==> config.mk <==
export PLATFORM = sky130hd
export DESIGN_NAME = serial_adder_ctrl
export DESIGN_NICKNAME = d
export VERILOG_FILES = /design/src/rtl/serial_adder_ctrl.sv
export SDC_FILE = /design/constraint.sdc
export NUM_CORES = 1
export LEC_CHECK = 0
export ABC_CLOCK_PERIOD_IN_PS = 1300
export BUFFER_PORTS_ARGS = -buffer_cell sky130_fd_sc_hd__buf_2
export CAP_MARGIN = 20
export CORE_MARGIN = 2
export CORE_UTILIZATION = 49
export DETAILED_ROUTE_END_ITERATION = 10
export PLACE_DENSITY = 0.77
export REMOVE_ABC_BUFFERS = 1
export SLEW_MARGIN = 25
export SYNTH_ARGS = -nofsm -noshare
export SYNTH_HDL_FRONTEND = slang
export SYNTH_SLANG_ARGS = --single-unit
==> constraint.sdc <==
create_clock -name clk -period 1.3 [get_ports clk]
set_input_delay 0.065 -clock clk [delete_from_list [all_inputs] [get_ports clk]]
set_output_delay 0.065 -clock clk [all_outputs]
set_load 0.01 [all_outputs]
==> src/rtl/serial_adder_ctrl.sv <==
// serial_adder_ctrl: bit-serial WIDTH-bit adder built from one full-adder cell and a
// carry flop. Operands arrive over a valid/ready handshake, are added LSB-first one
// bit per clock, and the sum plus carry-out are returned over a second handshake.
//
// Optional feature macro: SERIAL_ADDER_SUB_EN
//   defined   -> adds the in_sub port; in_sub=1 at accept computes A-B
//                (B stored inverted, initial carry forced to 1, out_cout=1 means A>=B).
//   undefined -> add only, no in_sub port.
//
// state | meaning
// ------+---------------------------------------------------------------
// IDLE  | waiting for an operand pair; in_ready=1
// SHIFT | one full-adder step per edge, WIDTH edges in total; busy=1
// DONE  | result held on out_sum/out_cout with out_valid=1 until out_ready

module serial_adder_ctrl #(
    parameter int WIDTH = 8,
    parameter int CNT_W = $clog2(WIDTH + 1)
) (
    input  logic             clk,
    input  logic             reset,
    input  logic             in_valid,
    output logic             in_ready,
    input  logic [WIDTH-1:0] in_a,
    input  logic [WIDTH-1:0] in_b,
    input  logic             in_cin,
`ifdef SERIAL_ADDER_SUB_EN
    input  logic             in_sub,
`endif
    output logic             out_valid,
    input  logic             out_ready,
    output logic [WIDTH-1:0] out_sum,
    output logic             out_cout,
    output logic             busy
);

    typedef enum logic [1:0] {
        IDLE  = 2'd0,
        SHIFT = 2'd1,
        DONE  = 2'd2
    } state_t;

    // The last shift happens on the edge where the counter shows WIDTH-1.
    localparam logic [CNT_W-1:0] CNT_LAST = CNT_W'(WIDTH - 1);
    localparam logic [CNT_W-1:0] CNT_ONE  = CNT_W'(1);

    state_t             state;
    logic [WIDTH-1:0]   op_a;
    logic [WIDTH-1:0]   op_b;
    logic [WIDTH-1:0]   res;
    logic               carry;
    logic [CNT_W-1:0]   cnt;

    logic               fa_s;
    logic               fa_c;
    logic [WIDTH-1:0]   res_next;
    logic [WIDTH-1:0]   b_load;
    logic               c_load;

    // Single full-adder cell on the operand LSBs; the new sum bit enters the result MSB.
    always_comb begin
        fa_s     = op_a[0] ^ op_b[0] ^ carry;
        fa_c     = (op_a[0] & op_b[0]) | (op_b[0] & carry) | (op_a[0] & carry);
        res_next = (res >> 1) | {fa_s, {(WIDTH-1){1'b0}}};
    end

    // Operand B and initial carry as captured at accept (inverted B and carry=1 for subtract).
    always_comb begin
`ifdef SERIAL_ADDER_SUB_EN
        b_load = in_sub ? ~in_b : in_b;
        c_load = in_sub ? 1'b1 : in_cin;
`else
        b_load = in_b;
        c_load = in_cin;
`endif
    end

    // Sequencer: accept, WIDTH shift steps, hold result until the consumer takes it.
    always_ff @(posedge clk) begin
        if (reset) begin
            state     <= IDLE;
            in_ready  <= 1'b1;
            out_valid <= 1'b0;
            busy      <= 1'b0;
            out_sum   <= '0;
            out_cout  <= 1'b0;
            op_a      <= '0;
            op_b      <= '0;
            res       <= '0;
            carry     <= 1'b0;
            cnt       <= '0;
        end else begin
            case (state)
                IDLE: begin
                    if (in_valid) begin
                        op_a     <= in_a;
                        op_b     <= b_load;
                        carry    <= c_load;
                        cnt      <= '0;
                        state    <= SHIFT;
                        in_ready <= 1'b0;
                        busy     <= 1'b1;
                    end
                end
                SHIFT: begin
                    op_a  <= op_a >> 1;
                    op_b  <= op_b >> 1;
                    res   <= res_next;
                    carry <= fa_c;
                    cnt   <= cnt + CNT_ONE;
                    if (cnt == CNT_LAST) begin
                        // Result is published straight from the final step so out_sum
                        // never shows partial sums.
                        state     <= DONE;
                        busy      <= 1'b0;
                        out_valid <= 1'b1;
                        out_sum   <= res_next;
                        out_cout  <= fa_c;
                    end
                end
                DONE: begin
                    if (out_ready) begin
                        state     <= IDLE;
                        out_valid <= 1'b0;
                        in_ready  <= 1'b1;
                    end
                end
                default: begin
                    state     <= IDLE;
                    in_ready  <= 1'b1;
                    out_valid <= 1'b0;
                    busy      <= 1'b0;
                end
            endcase
        end
    end

endmodule

==> impl_metrics.py <==
metrics = {
    "clock_tree": {
        "htree_num_levels": 2,
        "clock_tree.root_cell": "sky130_fd_sc_hd__clkbuf_8",
        "cts_inserted_buffers": 5,
        "register_clock_pin_slew_on_the_reported_worst_setup_and_hold_paths_ns": 0.08,
        "clockBufferDepth": 2,
        "clkSinkCount": 42,
        "cts_tree": "built",
        "cts_hold_buffers": 0,
        "clk_latency_ns": 0.29,
    },
    "placed_design": {
        "post-dp-hpwl_mm": 2.69,
        "io_buffer_count": 32,
        "gp_routability_congestion": 0.761,
    },
    "layout": {
        "layout.cells.most_common": "sky130_fd_sc_hd__dfxtp_1",
        "multi_input_comb_area_um2": 998,
        "synthToLayoutAreaGrowth_pct": 22.7,
        "finish.utilization": 0.635,
        "seqCellArea_um2": 842,
        "final_nets": 276,
        "layout_common_cells": "sky130_fd_sc_hd__dfxtp_1 (41), sky130_fd_sc_hd__buf_2 (32), sky130_fd_sc_hd__a21oi_1 (23)",
        "fillerInstances": 329,
        "drive_gt1_frac": 0.303,
        "diodes": 0,
    },
    "grt": {
        "global_route_usage_over_all_layers": 0.194,
        "grt_pass1_wl_mm": 6.71,
        "grt_antenna_before_repair": 0,
        "via_count_of_the_first_global_routing_pass": 1537,
        "gr-total-overflow": 0,
        "grt_start_max_net_pins": 31,
    },
    "floorplan": {
        "chipHeight_um": 66.7,
        "initial_utilization": 0.518,
        "ioPinCount": 33,
        "core_region_area_um2": 3720,
        "floorplan.rows": 22,
        "fp.dieArea_um2": 4440,
        "fp.dieW_um": 66.7,
    },
    "sta": {
        "post-route-min-period_ns": 1.25,
        "finalHoldViolations": 0,
        "setup_viol_count_final": 0,
        "finalClockSkew_ns": 0.00596,
        "slew_headroom": 0.719,
        "post_route_setup_tns_ns": 0,
        "ratio_of_final_minimum_period_to_clock_period": 0.959,
        "timing_max_transition_violations_final": 0,
        "worst-slew-pin-transition_ns": 0.421,
        "max_freq_mhz": 802,
    },
    "critical_path": {
        "cpMaxStageDelayCell": "sky130_fd_sc_hd__dfxtp_2",
        "timing.critical_path.to_type": "flop",
        "critical-path-max-stage-delay_ns": 0.38,
        "timing.critical_path.cells": "buf_12 > clkinvlp_4 > clkbuf_4 > nand2_1 > o22ai_1",
        "cp_max_fo": 12,
        "timing.critical_path.max_delay_family": "buffers and inverters",
        "startpoint_type": "flop",
        "worst_ep_arrival_time_ns": 1.42,
        "cp.required_ns": 1.47,
        "worstPathBufferInverterCount": 3,
        "timing_worst_setup_path_type": "reg -> reg",
    },
    "yosys": {
        "mappedNetlistArea_um2": 1920,
        "synth-edff-count": 0,
        "yosys.area_share.xor_xnor": 0,
        "async_flop_share": 0,
        "yosys_register_bits": 42,
        "post_synthesis_compound_gate_area_fraction": 0.305,
        "synth-seq-area-share": 0.437,
        "postSynthCellCount": 212,
        "synth-adder-area-share": 0.0169,
        "synth_area_per_cell_um2": 9.08,
        "synth_simple_gate_area_share": 0.177,
        "synthFlopType": "sky130_fd_sc_hd__dfxtp_1",
        "yosysWarnings": 0,
        "number_of_different_library_cells_in_the_post_synthesis_netlist": 38,
        "synth.mux.area_fraction": 0.00520,
        "largest_family_of_logic_cells_by_synthesized_area": "compound AO/OA/AOI/OAI gates",
    },
    "routing": {
        "drcViolationCount": 0,
        "antenna_violating_nets_post_route": 0,
        "firstDrtPassIters": 4,
        "num_vias": 1710,
        "number_of_vias_per_cell": 5.66,
        "detail_route.iter0.violations": 111,
        "drt_wl_total_mm": 4.06,
        "wire_per_inst_um": 13.5,
    },
    "status": {
        "status": "finished, final reports clean",
    },
    "pwr": {
        "leakage_nw": 1.04,
        "worst_ir_drop_vdd_v": 0.000668,
        "power_density_nw_per_um2": 1160,
    },
    "worst_hold_path": {
        "min_path_type": "in -> reg",
    },
    "run": {
        "drv.max_cap_violation_count": 0,
    },
}
==> sequential cells by signal (all words and copies together) (netlist names) <==
name       flops
op_a           8
op_b           8
out_sum        8
res            7
cnt            4
state          2
busy           1
carry          1
in_ready       1
out_cout       1
out_valid      1
==> final timing paths <==
kind	startpoint	end	slack, ns	cells after the start
setup / recovery	state[0]	op_b[7]	0.05	5
hold / removal	in_a[7]	op_a[7]	0.05	3
setup reg to reg	state[0]	op_b[7]	0.05	5
hold reg to reg	out_sum[2]	out_sum[2]	0.47	2
==> metal layers <==
layer | share of wire | GRT usage | vias up
met1 | 0.49 | 0.266 | 803
met3 | 0.039 | 0.0456 | 4
li1 | - | - | 867
met2 | 0.46 | 0.305 | 36
met5 | 0 | 0 | -
met4 | 0.0096 | 0.0536 | 0
==> tightest hold or removal path, delay by kind of cell <==
kind                   cells  cell delay, ns
buffers and inverters      1            0.08
AO/OA/AOI/OAI              2            0.16
==> layout make-up <==
class	instances	share of cell area
inverter	3	0.00689
clock buffer	5	0.0291
multi-input combinational	149	0.423
tap	48	0.0254
timing repair buffer	52	0.142
clock inverter	3	0.0170
sequential	42	0.357
==> through the flow <==
step	instances	area (um^2)	total power [mW]	worst slack, ns	hold slack, ns
floorplan	194	1820	1.60	-0.496	0.134
global placement	292	2200	1.74	-0.0106	0.337
detailed placement	292	2200	1.75	-0.00717	0.352
CTS	300	2320	2.74	0.00168	0.0502
global route	302	2360	2.86	-0.0191	0.0752
finish	302	2360	2.74	0.0537	0.0528
==> power breakdown <==
group	switching, mW	internal [mW]	leakage (nW)	total (mW)
registers	0.0493	1.35	0.344	1.40
logic	0.172	0.161	0.641	0.334
clock network	0.442	0.565	0.0579	1.01
total	0.664	2.08	1.04	2.74
==> synthesized netlist by cell type, drive strengths merged, types with 4 or more instances <==
master   instances  area share
buf             14       0.046
o211a            8       0.042
a2111oi          5       0.039
nor2            21       0.042
a21oi           23       0.060
clkbuf           4      0.0078
o221ai           7       0.032
a31o             8       0.036
dfxtp           42        0.44
nor2b            4       0.013
nand2           22       0.043
o22ai            7       0.023
o21ai           10       0.026
or3b             7       0.032
==> logic make-up (layout without fill, tap and decap cells) <==
| family | after synthesis | after routing |
|---|---|---|
| AO/OA/AOI/OAI | 79 | 79 |
| adder cells (fa/ha/maj) | 2 | 2 |
| buffers and inverters | 21 | 63 |
| flip-flops | 42 | 42 |
| multiplexers | 1 | 1 |
| AND/OR/NAND/NOR | 67 | 67 |
==> repair_timing <==
| item | in CTS | in global routing |
|---|---|---|
| hold endpoints to repair | 0 | 0 |
| endpoints found under the setup margin | 12 | 20 |
| pin swaps | 0 | 2 |
| setup buffers | 0 | 2 |
| resized for setup | 2 | 7 |
No activity file was read; power rests on OpenSTA's default activity.
